===== src/rtl/bp_cce_pending_write_arbiter.sv =====
// Write-port arbiter for the CCE pending-bit counters: clears every way group
// after reset, then grants one requester per cycle round-robin.
module bp_cce_pending_write_arbiter #(
  parameter int num_req_p            = 3,
  parameter int num_way_groups_p     = 64,
  parameter int paddr_width_p        = 40,
  parameter int lg_num_way_groups_lp = (num_way_groups_p == 1) ? 1 : $clog2(num_way_groups_p)
) (
  input  logic                                    clk_i,
  input  logic                                    reset_n_i,
  input  logic [num_req_p-1:0]                    req_v_i,
  output logic [num_req_p-1:0]                    req_ready_o,
  input  logic [num_req_p-1:0][paddr_width_p-1:0] req_addr_i,
  input  logic [num_req_p-1:0]                    req_bypass_hash_i,
  input  logic [num_req_p-1:0][1:0]               req_op_i,
  input  logic                                    stall_i,
  output logic                                    w_v_o,
  output logic [paddr_width_p-1:0]                w_addr_o,
  output logic                                    w_addr_bypass_hash_o,
  output logic                                    pending_o,
  output logic                                    clear_o,
  output logic                                    init_done_o,
  output logic                                    illegal_op_o
);

  localparam int lg_req_lp = $clog2(num_req_p);

  typedef enum logic [1:0] {S_RESET, S_CLEAR, S_READY} state_e;

  state_e                          state_r, state_n;
  logic [lg_num_way_groups_lp-1:0] cnt_r, cnt_n;
  logic [lg_req_lp-1:0]            rr_r, rr_n;
  logic                            grant_v;
  logic [lg_req_lp-1:0]            grant_idx;
  logic [1:0]                      op;

  always_ff @(posedge clk_i or negedge reset_n_i) begin
    if (!reset_n_i) begin
      state_r <= S_RESET;
      cnt_r   <= '0;
      rr_r    <= '0;
    end else begin
      state_r <= state_n;
      cnt_r   <= cnt_n;
      rr_r    <= rr_n;
    end
  end

  // First valid requester at or after the rr pointer, wrapping modulo num_req_p.
  always_comb begin
    int idx;
    idx       = 0;
    grant_v   = 1'b0;
    grant_idx = '0;
    for (int i = 0; i < num_req_p; i++) begin
      idx = int'(rr_r) + i;
      if (idx >= num_req_p) idx = idx - num_req_p;
      if (!grant_v && req_v_i[idx]) begin
        grant_v   = 1'b1;
        grant_idx = lg_req_lp'(idx);
      end
    end
  end

  always_comb begin
    state_n              = state_r;
    cnt_n                = cnt_r;
    rr_n                 = rr_r;
    req_ready_o          = '0;
    w_v_o                = 1'b0;
    w_addr_o             = '0;
    w_addr_bypass_hash_o = 1'b0;
    pending_o            = 1'b0;
    clear_o              = 1'b0;
    init_done_o          = 1'b0;
    illegal_op_o         = 1'b0;
    op                   = req_op_i[grant_idx];
    case (state_r)
      S_RESET: state_n = S_CLEAR;
      S_CLEAR: begin
        w_v_o                = 1'b1;
        clear_o              = 1'b1;
        w_addr_bypass_hash_o = 1'b1;
        w_addr_o             = paddr_width_p'(cnt_r);
        cnt_n                = cnt_r + 1'b1;
        if (cnt_r == lg_num_way_groups_lp'(num_way_groups_p - 1)) begin
          cnt_n   = '0;
          state_n = S_READY;
        end
      end
      S_READY: begin
        init_done_o = 1'b1;
        if (!stall_i && grant_v) begin
          req_ready_o[grant_idx] = 1'b1;
          w_addr_o               = req_addr_i[grant_idx];
          w_addr_bypass_hash_o   = req_bypass_hash_i[grant_idx];
          // op 11 is consumed but never reaches the counters
          if (op == 2'b11) begin
            illegal_op_o = 1'b1;
          end else begin
            w_v_o     = 1'b1;
            clear_o   = (op == 2'b10);
            pending_o = (op == 2'b01);
          end
          rr_n = (grant_idx == lg_req_lp'(num_req_p - 1)) ? '0 : lg_req_lp'(grant_idx + 1'b1);
        end
      end
      default: state_n = S_RESET;
    endcase
  end

endmodule

===== config.mk =====
export PLATFORM = sky130hd
export DESIGN_NAME = bp_cce_pending_write_arbiter
export DESIGN_NICKNAME = d
export VERILOG_FILES = /design/src/rtl/bp_cce_pending_write_arbiter.sv
export SDC_FILE = /design/constraint.sdc
export NUM_CORES = 1
export LEC_CHECK = 0
export BUFFER_PORTS_ARGS = -buffer_cell sky130_fd_sc_hd__buf_4
export CORE_AREA = 2 2 83 85
export DETAILED_ROUTE_END_ITERATION = 10
export DIE_AREA = 0 0 85 87
export HOLD_SLACK_MARGIN = 0.12
export PLACE_DENSITY = 0.76
export SLEW_MARGIN = 25
export SYNTH_ARGS = -nofsm -noshare
export SYNTH_HDL_FRONTEND = slang
export SYNTH_SLANG_ARGS = --single-unit

===== constraint.sdc =====
create_clock -name clk_i -period 2.3 [get_ports clk_i]
set_input_delay 0.23 -clock clk_i [delete_from_list [all_inputs] [get_ports clk_i]]
set_output_delay 0.23 -clock clk_i [all_outputs]
set_load 0.01 [all_outputs]

=== Yosys cells after proc, flatten, opt, wreduce, memory -nomap -nowiden ===
Cells that the tools add are included.

* Word-level logic and storage cells: 86
* Register bits: 10
* Output and inout bits: 49
* Bits of input ports: 135

* Reductions and logical operators: 10
* Multiplexer cells: 49
* Equal/unequal tests: 8
* Order comparisons: 8
* Add/sub/neg operators: 7
* Bitwise operators: 1

{| class="wikitable"
|+ Operator list
! kind !! count
|-
| $lt A32 B4 Y1 const B || 3
|-
| $mux W32 || 3
|-
| $bmux W40 S2 || 1
|-
| $mux W40 || 2
|-
| $pmux W40 S2 || 1
|-
| $mux W1 || 23
|-
| $mux W2 || 6
|-
| $bmux W1 S2 || 4
|-
| $eq A2 B2 Y1 const B || 4
|-
| $sub A3 B2 Y4 const B || 2
|-
| $add A6 B1 Y6 const B || 1
|-
| $eq A6 B6 Y1 const B || 1
|-
| $ge A3 B2 Y1 const B || 2
|-
| $mux W3 || 2
|-
| $mux W6 || 1
|-
| $pmux W1 S2 || 3
|-
| $pmux W2 S3 || 1
|-
| $bmux W2 S2 || 1
|-
| $eq A2 B1 Y1 const B || 2
|-
| $logic_and A1 B1 Y1 || 4
|-
| $reduce_and A2 Y1 || 2
|-
| $add A2 B1 Y3 const B || 1
|-
| $add A2 B2 Y3 const B || 1
|-
| $logic_not A1 Y1 || 3
|-
| 9 further kinds || 9
|}

=== Logic depth before layout (Yosys ltp) ===
Gate-level depths: netlist (run 1).

* Word-level depth: 18
* Depth in mapped cells: 12
* Depth with buffers taken out: 9

=== Worst setup path before layout (run 1) ===
OpenSTA, ideal clock, no wires.

* Path type: reg-to-output
* Start point: register rr_r[0]
* End point: output port clear_o
* Cell stages (with the launch flop): 12
* Data arrival time: 2.338 ns
* Path slack: -0.268 ns
* Required time: 2.070 ns
* Path buffers: 2
* Cells stage by stage: dfrtp_1 -> inv_1 -> ha_1 -> buf_2 -> nand2b_1 -> o31ai_1 -> nor2_1 -> o31a_1 -> buf_4 -> mux2i_1 -> o21a_1 -> o31ai_1

* Word-level cells in the longest chain between the ends: 18
* Elaborated cells between the ends (all ways): 38
* Classes of those cells: add/sub: 5; order compare: 3; eq/ne: 2; mux: 23; reduce/logical: 5

{| class="wikitable"
|+ Ends and longest elaborated chain
! element !! line !! source
|-
| start, declared || 32 || <nowiki>logic [lg_req_lp-1:0] rr_r, rr_n;</nowiki>
|-
| start signal, assigned || 45 || <nowiki>rr_r <= rr_n;</nowiki>
|-
| parallel branches: the longest is 16 deep, another holds $sub A3 B2 Y4 || - ||
|-
| $mux W1 * || 93 || <nowiki>if (!stall_i && grant_v) begin</nowiki>
|-
| $pmux W1 S2 * || 78 || <nowiki>case (state_r)</nowiki>
|-
| end, declared || 21 || <nowiki>output logic clear_o,</nowiki>
|}

Every way passes the cells marked *. The select of a mux whose other input is x is not followed.

=== Final worst setup path (run 1) ===
* Start point: register rr_r[1]
* End point: output port req_ready_o[2]

* Word-level cells in the longest chain between the ends: 18
* Elaborated cells between the ends (all ways): 38
* Classes of those cells: add/sub: 5; order compare: 5; mux: 22; reduce/logical: 6

{| class="wikitable"
|+ Ends and longest elaborated chain
! element !! line !! source
|-
| parallel branches: the longest is 16 deep, another holds $sub A3 B2 Y4 || - ||
|-
| $mux W3 * || 93 ||
|-
| $mux W3 * || 78 ||
|-
| end, declared || 12 || <nowiki>output logic [num_req_p-1:0] req_ready_o,</nowiki>
|}

Marked as above.

==> results of run 1 <==
worst max-delay path, cell delays in order (launching register included):
cell	delay [ns]
dfrtp_2	0.41
inv_2	0.08
ha_4	0.15
buf_6	0.12
mux2i_4	0.26
mux2i_4	0.12
o31a_4	0.42
clkbuf_16	0.18
buf_16	0.15
buf_12	0.15
buf_6	0.11
nor2_4	0.11
buf_6	0.12
cells in the mapped netlist (4+ instances only):
library cell	number
a211oi_2	38
a21o_1	7
a21oi_1	7
buf_2	8
buf_6	9
dfrtp_1	10
ha_1	8
inv_1	5
mux2i_1	44
nand2_1	12
nand3_1	4
nand3b_1	4
nor2_1	53
nor2b_1	5
o21ai_0	9
stage by stage:
step           area [um^2]  hold WS (ns)  power, uW  instances
6_report              5410         0.362       1070        569
5_1_grt               5410         0.380       1100        569
4_1_cts               5000         0.357        964        558
3_5_place_dp          4270        0.0658        623        537
3_3_place_gp          4270        0.0667        612        537
2_1_floorplan         2650       -0.0656        394        265
state kept, by name, summed over array words and instances, names as in the netlist:
| register | cells |
|---|---|
| cnt_r | 6 |
| state_r | 2 |
| rr_r | 2 |
layer usage:
layer	vias up	wire length, um
met5	-	0
met4	0	304
met3	28	661
met2	156	6600
met1	1519	4180
li1	1397	-
cell usage in the layout (no fill, tap or decap), drive strengths merged:
cell,n
a21oi,9
and2,1
o31a,1
nand3,6
dfrtp,10
clkbuf,6
nor2,53
ha,8
a311o,1
or3,1
nor2b,5
a211oi,40
mux2,2
a21o,7
nand4,2
a211o,1
o21a,1
nand2,12
o22a,2
dlygate4sd3,1
mux2i,46
nor3b,1
nand2b,3
inv,5
xnor2,2
nand4b,1
buf,240
o21ai,11
and3,3
o31ai,4
nand3b,4
report_power, final:
| group | total (uW) | internal [uW] | leakage (uW) | switching [uW] |
|---|---|---|---|---|
| combinational | 655 | 360 | 0.00209 | 296 |
| sequential | 176 | 176 | 0.000123 | 0 |
| clock | 236 | 152 | 0.0000288 | 84.1 |
| total | 1070 | 687 | 0.00224 | 380 |
what timing repair did:
| item | 4_1_cts | 5_1_grt |
|---|---|---|
| buffers inserted | 11 | 9 |
| setup endpoints to repair | 48 | 48 |
| hold buffers | 1 | 0 |
| pin swaps | 10 | 21 |
| resized for setup | 95 | 65 |
| cloned | 5 | 3 |
| endpoints found under the hold margin | 10 | 0 |
layout make-up:
| class | instances | area share (%) |
|---|---|---|
| multi-input cells | 227 | 50.6 |
| repair buffers | 243 | 41.6 |
| flip-flops and latches | 10 | 4.65 |
| well taps | 80 | 1.85 |
| clock buffers | 4 | 1.02 |
| inverters | 5 | 0.347 |
how the worst max path moves through the flow:
stage                        startpoint             end  slack [ns]  cells past startpoint
floorplan           rr_r[0]$_DFFE_PN0P_    illegal_op_o       -0.14                     11
global placement    rr_r[1]$_DFFE_PN0P_         clear_o       -0.32                     12
detailed placement  rr_r[1]$_DFFE_PN0P_         clear_o       -0.44                     12
CTS                 rr_r[1]$_DFFE_PN0P_         clear_o       -0.61                     12
global route        rr_r[1]$_DFFE_PN0P_    w_addr_o[17]       -0.66                     11
finish              rr_r[1]$_DFFE_PN0P_  req_ready_o[2]       -0.57                     12
cells by family (layout without fill, tap and decap cells):
family          count (synthesis)  in the layout  share of synthesized area, %
compound gates                 77             77                          33.2
xor+xnor                        2              2                         0.780
fa+ha+maj                       8              8                          4.45
buf+inv                        28            252                          9.35
flops                          10             10                          11.1
mux                            48             48                          22.2
simple gates                   92             92                          18.9
==> summary.md, run 1 <==
| Metric | Value |
|---|---|
| Outcome | `finished with violations` |
| Failing checks | `setup timing` |
| N_diodes | `0` |
| CTS tree | `built` |
| Area leader, netlist | `a211oi_2` |
| Final hold viol count | `0` |
| PwrDens | `a little under 200 mW/mm^2` |
| Relative slew slack | `74.3%` |
| Syn Inst Count | `around 270` |
| Crit. End Element | `output pin` |
| Slew @ Worst Pin | `0.385 ns` |
| Vias per std cell | `around 5.4` |
| Pin count of the biggest net entering global routing | `24` |
| H-tree Lvls | `1` |
| CP required | `2.07 ns` |
| Max Fclk | `~350 MHz` |
| DRT iter0 DRCs | `70` |
| Worst hold path class | `input port to async pin` |
| Drt total wl | `11700 um` |
| DIE HEIGHT | `~87 um` |
| RSZ-0062 raised after global routing | `yes` |
| Arr. time, crit path | `~2.6 ns` |
| CTS root buf | `clkbuf_8` |
| CTS Buffer Depth | `2` |
| FF-to-FF Start | `rr_r[1]$_DFFE_PN0P_` |
| Mapped Area | `about 0.0022 mm^2` |
| Synth Area per Inst | `8.48 um^2` |
| Worst Skew | `0.00316 ns` |
| Die Width | `~85 um` |
| CTS Buf Count | `3` |
| Met3 usage in global routing | `roughly 4.9%` |
| DR vias | `3100` |
| Worst vdd ir | `201 uV` |
| Area of the core | `between 0.006 and 0.007 mm^2` |
| Crit-path max FO | `6` |
| Latest clock arrival within the worst-skew pair | `0.25 ns` |
| Worst R2R Setup Slack | `0.18 ns` |
| Ranking of synthesized cells by area | `a211oi_2 (21%), mux2i_1 (20%), dfrtp_1 (11%), nor2_1 (8.9%), buf_6 (4.5%)` |
| Clock transition at path regs | `0.06 ns` |
| Wire length of the first global-routing pass | `15500 um` |
| R2R cell count | `10` |
| Count of different cell masters after synthesis | `41` |
| Detailed Place HPWL | `7060 um` |
| Fin Setup TNS | `-23.74 ns` |
| Final #Nets | `633` |
| Synth async-reset ratio | `100%` |
| Minimum clock period | `2.87 ns` |
| Number of clock sinks | `10` |
| DRC errors left | `0` |
| Grt met1 use | `29.4%` |
| Setup-failing EPs final | `48` |
| GPL Wtd Cong | `between 0.9 and 1` |
| Pre-Repair DR Iteration Count | `5` |
| Final cycle utilization of the critical path | `125%` |
| Row count | `30` |
| Pleak | `0.00224 uW` |
| Gr ovfl total | `0` |
| Layout cell share with drive strength beyond 1 | `about four fifths` |
| Initial Util | `34.2%` |
| Top cell type's share of synthesized area | `21.2%` |
| Global Route met2 Usage | `49.3%` |
| Yosys Warn Count | `0` |
| Total I/O pin count | `184` |
| Initial antenna violation count | `0` |
| Final ANT Viol Nets | `0` |
| Die Area | `0.00740 mm^2` |
| Final Util | `82.4%` |
| Mapped Nets | `408` |
| IO buf count | `roughly 180` |
| Maxcap violations | `0` |
| Syn-to-layout area delta | `141%` |
| Vias in the first global route | `3193` |
| Final worst slack | `-0.575 ns` |
| Main synth FF type | `dfrtp_1` |
| R2R Path End | `rr_r[0]$_DFFE_PN0P_` |
| Area of the multi-input gates | `roughly 0.0027 mm^2` |
| Layer with the highest usage | `met2` |
| Fill cell count | `about 390` |
| Pre-CTS setup slack | `-0.440 ns` |
| Pins Over Slew Limit | `0` |
| Setup CP Type | `flop to output pin` |
| WL/cell | `20.6 um` |
| Startpoint types | `flop` |
| FF+latch area | `251 um^2` |
| Post-synth EDFFs | `0` |
| GRT Total Usage | `25.9%` |
| Seq cells post-synth | `10` |
| Seq/Total Area, Yosys | `approximately 11%` |
Note: power is estimated with default switching activity, not from simulation.
==> run 2, diff against run 1 <==
- GPL_ROUTABILITY_DRIVEN: default -> 0
- TNS_END_PERCENT: default -> 10
==> summary.md, run 2 (synthesized netlist as in run 1, its figures left out) <==
| Metric | Value |
|---|---|
| Outcome | `finished with violations` |
| Failing checks | `setup timing` |
| Met2 wire length | `4420 um (-33%)` |
| H-tree Lvls | `1 (unchanged)` |
| Worst hold path class | `input port to async pin` |
| Worst vdd ir | `320 uV (+59%)` |
| N_diodes | `0 (unchanged)` |
| Wire length of the first global-routing pass | `12900 um (-17%)` |
| Max Fclk | `361 MHz (+3.8%)` |
| Crit-path cells | `inv_2 > ha_4 > mux2i_4 > mux2i_4 > buf_6 > a21oi_4 > a21oi_4 > buf_12 > buf_12 > mux2i_4 > a211oi_2 > a21o_1 > buf_4` |
| Worst Skew | `0.00261 ns (-0.000546 ns)` |
| Die Width | `85 um (unchanged)` |
| CTS Buffer Depth | `2 (unchanged)` |
| Latest clock arrival within the worst-skew pair | `0.23 ns (-0.02 ns)` |
| Setup-failing EPs final | `48 (unchanged)` |
| Final hold viol count | `0 (unchanged)` |
| Crit. End Element | `output pin` |
| Minimum clock period | `2.77 ns (-0.105 ns)` |
| Most used cell, CP | `mux2i_4` |
| Delay-heaviest family, CP | `buffers and inverters` |
| Pin count of the biggest net entering global routing | `52 (+120%)` |
| DIE HEIGHT | `87 um (unchanged)` |
| Worst path bufs/invs | `5 (-2)` |
| Row count | `30 (unchanged)` |
| Total I/O pin count | `184 (unchanged)` |
| CTS Buf Count | `3 (unchanged)` |
| CTS tree | `built` |
| Detailed Place HPWL | `6610 um (-6.3%)` |
| Syn-to-layout area delta | `86.5%` |
| Number of clock sinks | `10 (unchanged)` |
| Pins Over Slew Limit | `0 (unchanged)` |
| Initial Util | `34.2% (unchanged)` |
| Slowest library cell on the worst path | `dfrtp_2` |
| Final Util | `63.8% (-19 points)` |
| GRT Total Usage | `20.9% (-4.9 points)` |
| Max incr delay on CP | `0.43 ns (about the same)` |
| Pre-Repair DR Iteration Count | `4 (-1)` |
| Commonest cells after routing, fill and taps aside | `buf_4 (201), nor2_1 (48), a211oi_2 (39)` |
| Area of the core | `0.00657 mm^2 (unchanged)` |
| Uppermost layer routed | `met4` |
| Max reg flops | `6 (unchanged)` |
| Vias per std cell | `5.18 (-4.8%)` |
| Layout cell share with drive strength beyond 1 | `63.9% (-17 points)` |
| Die Area | `0.00740 mm^2 (unchanged)` |
| Final #Nets | `607 (-4.1%)` |
| Vias in the first global route | `2681 (-16%)` |
| DRT iter0 DRCs | `88 (+26%)` |
| Drt total wl | `8460 um (-28%)` |
| RSZ-0062 raised after global routing | `yes` |
| Initial antenna violation count | `0 (unchanged)` |
| Wl on met1 | `3200 um (-23%)` |
| Met3 WL | `759 um (+15%)` |
| Clock transition at path regs | `0.05 ns (about the same)` |
| DR vias | `2815 (-9.2%)` |
| CP required | `2.07 ns (about the same)` |
| Crit-path max FO | `6 (unchanged)` |
| CTS root buf | `clkbuf_8` |
| Final cycle utilization of the critical path | `120% (-4.5 points)` |
| Final ANT Viol Nets | `0 (unchanged)` |
| Slew @ Worst Pin | `0.418 ns (+0.0327 ns)` |
| Non-filler instance count after layout | `543 (-4.6%)` |
| Maxcap violations | `0 (unchanged)` |
| Arr. time, crit path | `2.54 ns (-0.10 ns)` |
| Final worst slack | `-0.470 ns (+0.105 ns)` |
| Setup CP Type | `flop to output pin` |
| WL/cell | `15.6 um (-25%)` |
| Commonest non-fill, non-tap cell in the layout | `buf_4` |
| PwrDens | `194 mW/mm^2 (-1.5%)` |
| Relative slew slack | `72.2% (-2.2 points)` |
| Most flop-heavy register | `cnt_r` |
| Startpoint types | `flop` |
| IO buf count | `183 (unchanged)` |
| Gr ovfl total | `0 (unchanged)` |
| Placed cell count | `532 (-0.93%)` |
| Pleak | `0.00212 uW (-5.5%)` |
| DRC errors left | `0 (unchanged)` |
| Largest regs | `cnt_r x6, rr_r x2, state_r x2` |
run 2: repair_timing:
action                                 CTS  global route
pin swaps                                6             9
setup buffers                            5             1
hold buffers                             1             0
gates resized for setup                 28            11
endpoints found under the hold margin   10             0
cloned                                   1             0
setup endpoints to repair               48            48
run 2: worst paths after layout:
kind | slack [ns] | start | depth (start not counted) | end
min reg2reg | 0.51 | cnt_r[4]$_DFFE_PN0P_ | 1 | cnt_r[4]$_DFFE_PN0P_
max in group asynchronous | 1.78 | reset_n_i | 2 | rr_r[1]$_DFFE_PN0P_
min in group clk_i | 0.49 | stall_i | 5 | rr_r[1]$_DFFE_PN0P_
min | 0.36 | reset_n_i | 2 | cnt_r[5]$_DFFE_PN0P_
max | -0.47 | rr_r[1]$_DFFE_PN0P_ | 13 | w_addr_o[4]
max reg2reg | 0.22 | rr_r[1]$_DFFE_PN0P_ | 10 | rr_r[0]$_DFFE_PN0P_
run 2: routing by layer:
metal,up-vias,global-route usage [%]
li1,1371,-
met1,1312,24.7
met2,126,38.2
met3,6,5.88
met4,0,3.75
met5,-,0
run 2: area by class of cell:
cell class                 instances  area [um^2]
sequential                        10          253
tap                               80          100
inverter                           5         18.8
fill                             569         2380
timing repair buffer             216         1770
multi-input combinational        228         1990
clock buffer                       4         55.1
run 2: report_power, final:
group          internal (uW)  switching [uW]  total, uW
Clock                    150            67.6        218
Sequential               176               0        176
Combinational            252             167        419
run 2: worst register-to-register path, delay by kind of cell (launching register included):
kind | cells | cell delay (ns)
and+or+nand+nor | 3 | 0.55
AOI/OAI and AO/OA | 1 | 0.07
muxes | 2 | 0.39
adders and majority gates | 1 | 0.18
buffers and inverters | 3 | 0.37
DFF | 1 | 0.43
run 2: stage by stage:
step	total power, uW	TNS (ns)	hold slack [ns]	area, um^2	setup slack, ns
2_1_floorplan	344	-2.66	-0.0656	2290	-0.143
3_3_place_gp	548	-10.12	0.0634	3870	-0.304
3_5_place_dp	556	-14.22	0.0631	3870	-0.425
4_1_cts	808	-17.70	0.358	4150	-0.444
5_1_grt	859	-23.96	0.379	4190	-0.560
6_report	814	-18.64	0.357	4190	-0.470
==> run 3, diff against run 2 <==
- GPL_TIMING_DRIVEN: default -> 0
- SKIP_CTS_REPAIR_TIMING: default -> 1
==> summary.md, run 3 (synthesized netlist as in run 1, its figures left out) <==
| Metric | Value |
|---|---|
| Net Switching | `240 uW (+2.3%)` |
| Commonest cells after routing, fill and taps aside | `buf_4 (186), nor2_1 (49), a211oi_2 (39)` |
| Latest clock arrival within the worst-skew pair | `0.24 ns (about the same)` |
| Minimum clock period | `2.87 ns (+0.103 ns)` |
| CTS tree | `built` |
| Final #Nets | `605 (-0.33%)` |
| Wire length of the first global-routing pass | `12500 um (-3.2%)` |
| Final worst slack | `-0.574 ns (-0.103 ns)` |
| Drt total wl | `8740 um (+3.3%)` |
| Area of the core | `0.00657 mm^2 (unchanged)` |
| Worst Skew | `0.00201 ns (-0.000602 ns)` |
| FF+latch area | `251 um^2 (-0.49%)` |
| Arr. time, crit path | `2.64 ns (+0.10 ns)` |
| DRT iter0 DRCs | `64 (-27%)` |
| Commonest non-fill, non-tap cell in the layout | `buf_4` |
| CTS Buf Count | `3 (unchanged)` |
| Row count | `30 (unchanged)` |
| Pint | `573 uW (-0.95%)` |
| Total I/O pin count | `184 (unchanged)` |
| Pre-Repair DR Iteration Count | `4 (unchanged)` |
| Max reg flops | `6 (unchanged)` |
| WL/cell | `16.2 um (+3.7%)` |
| Fill cell count | `588 (+3.3%)` |
| Max Fclk | `348 MHz (-3.6%)` |
| Sw Share | `29.5% (+0.66 points)` |
| Vias per std cell | `5.14 (-0.81%)` |
| IO buf count | `183 (unchanged)` |
| Seq pwr share | `21.7% (about the same)` |
| Startpoint types | `flop` |
| Die Area | `0.00740 mm^2 (unchanged)` |
| Outcome | `finished with violations` |
| Maxcap violations | `0 (unchanged)` |
| H-tree Lvls | `1 (unchanged)` |
| RSZ-0062 raised after global routing | `yes` |
| Detailed Place HPWL | `7130 um (+7.9%)` |
| Clock power frac | `27.6% (+0.8 points)` |
| DR vias | `2782 (-1.2%)` |
| Vias in the first global route | `2527 (-5.7%)` |
| Layout cell share with drive strength beyond 1 | `62.3% (-1.7 points)` |
| Failing checks | `setup timing` |
| Pre-CTS setup slack | `-0.412 ns (+0.0127 ns)` |
| Clock transition at path regs | `0.05 ns (about the same)` |
| Final cycle utilization of the critical path | `125% (+4.5 points)` |
| Final hold viol count | `0 (unchanged)` |
| Syn-to-layout area delta | `80.2%` |
| Largest regs | `cnt_r x6, rr_r x2, state_r x2` |
| Initial antenna violation count | `0 (unchanged)` |
| Fin Setup TNS | `-22.69 ns (-4.05 ns)` |
| Worst vdd ir | `324 uV (+1.2%)` |
| Gate power share | `50.7% (-0.8 points)` |
| Number of clock sinks | `10 (unchanged)` |
| GRT Total Usage | `20.7% (-0.29 points)` |
| CTS Buffer Depth | `2 (unchanged)` |
| Pleak | `0.00207 uW (-2.5%)` |
| Pins Over Slew Limit | `0 (unchanged)` |
| Gr ovfl total | `0 (unchanged)` |
| CP required | `2.07 ns (about the same)` |
| Setup CP Type | `flop to output pin` |
| Crit-path max FO | `10 (+4)` |
| R2R cell count | `10 (unchanged)` |
| DRC errors left | `0 (unchanged)` |
| Worst hold path class | `input port to async pin` |
| Final ANT Viol Nets | `0 (unchanged)` |
| N_diodes | `0 (unchanged)` |
| CTS root buf | `clkbuf_8` |
| Crit. End Element | `output pin` |
| Die Width | `85 um (unchanged)` |
| Setup-failing EPs final | `48 (unchanged)` |
| Area of the multi-input gates | `0.00191 mm^2 (-4.0%)` |
| PwrDens | `201 mW/mm^2 (+3.5%)` |
| Relative slew slack | `71.8% (-0.33 points)` |
| Slew @ Worst Pin | `0.423 ns (+0.00498 ns)` |
| Initial Util | `34.2% (unchanged)` |
| DIE HEIGHT | `87 um (unchanged)` |
| Pin count of the biggest net entering global routing | `11 (-79%)` |
| Most flop-heavy register | `cnt_r` |
-- run 3: worst max-delay path: stages (launching register included) --
cell	delay, ns
dfrtp_2	0.41
inv_2	0.05
ha_1	0.18
buf_6	0.14
mux2i_4	0.19
o21ai_2	0.17
nor2_1	0.07
o31a_1	0.31
buf_6	0.15
buf_12	0.14
a211o_1	0.29
nor2_2	0.15
buf_4	0.14
-- run 3: area by class of cell --
class / count / share of cell area [%]
repair buffers: 192 / 36.4
inverters: 5 / 0.464
multi-input cells: 227 / 47.2
plain buffers: 23 / 5.90
clock buffers: 4 / 1.36
flip-flops and latches: 10 / 6.21
well taps: 80 / 2.47
-- run 3: metal layers --
layer / routed length (um) / part of all wire, % / global-route usage (%) / up-vias
li1: - / - / - / 1367
met1: 3470 / 40 / 25.1 / 1292
met2: 4640 / 53 / 38.9 / 118
met3: 591 / 6.8 / 3.13 / 5
met4: 38 / 0.43 / 3.32 / 0
met5: 0 / 0 / 0 / -
-- run 3: power groups by stage --
| stage | Clock (uW) | Sequential [uW] | Combinational (uW) |
|---|---|---|---|
| final | 225 | 176 | 412 |
| after global routing | 237 | 176 | 441 |
| after CTS | 227 | 176 | 379 |
| after detailed placement | 0 | 179 | 378 |
| after global placement | 0 | 179 | 369 |
| after floorplan | 0 | 179 | 165 |
-- run 3: per-stage QoR --
stage                     instance area [um^2]  total power (uW)  utilization, %  hold slack, ns  instances
after floorplan                           2290               344               -         -0.0656        265
after global placement                    3760               549            57.3          0.0629        528
after detailed placement                  3760               557            57.3          0.0690        528
after CTS                                 3820               783            58.1          -0.189        532
after global routing                      4050               854            61.6           0.388        541
final                                     4050               813            61.6           0.354        541
-- run 3: final timing paths --
check / start / endpoint / slack, ns
min in group clk_i: stall_i / rr_r[1]$_DFFE_PN0P_ / 0.39
worst max register to register: rr_r[1]$_DFFE_PN0P_ / rr_r[0]$_DFFE_PN0P_ / 0.26
worst min register to register: state_r[1]$_DFFE_PN0P_ / state_r[1]$_DFFE_PN0P_ / 0.53
worst max-delay path: rr_r[1]$_DFFE_PN0P_ / illegal_op_o / -0.57
max in group asynchronous: reset_n_i / rr_r[1]$_DFFE_PN0P_ / 1.79
worst min-delay path: reset_n_i / cnt_r[5]$_DFFE_PN0P_ / 0.35
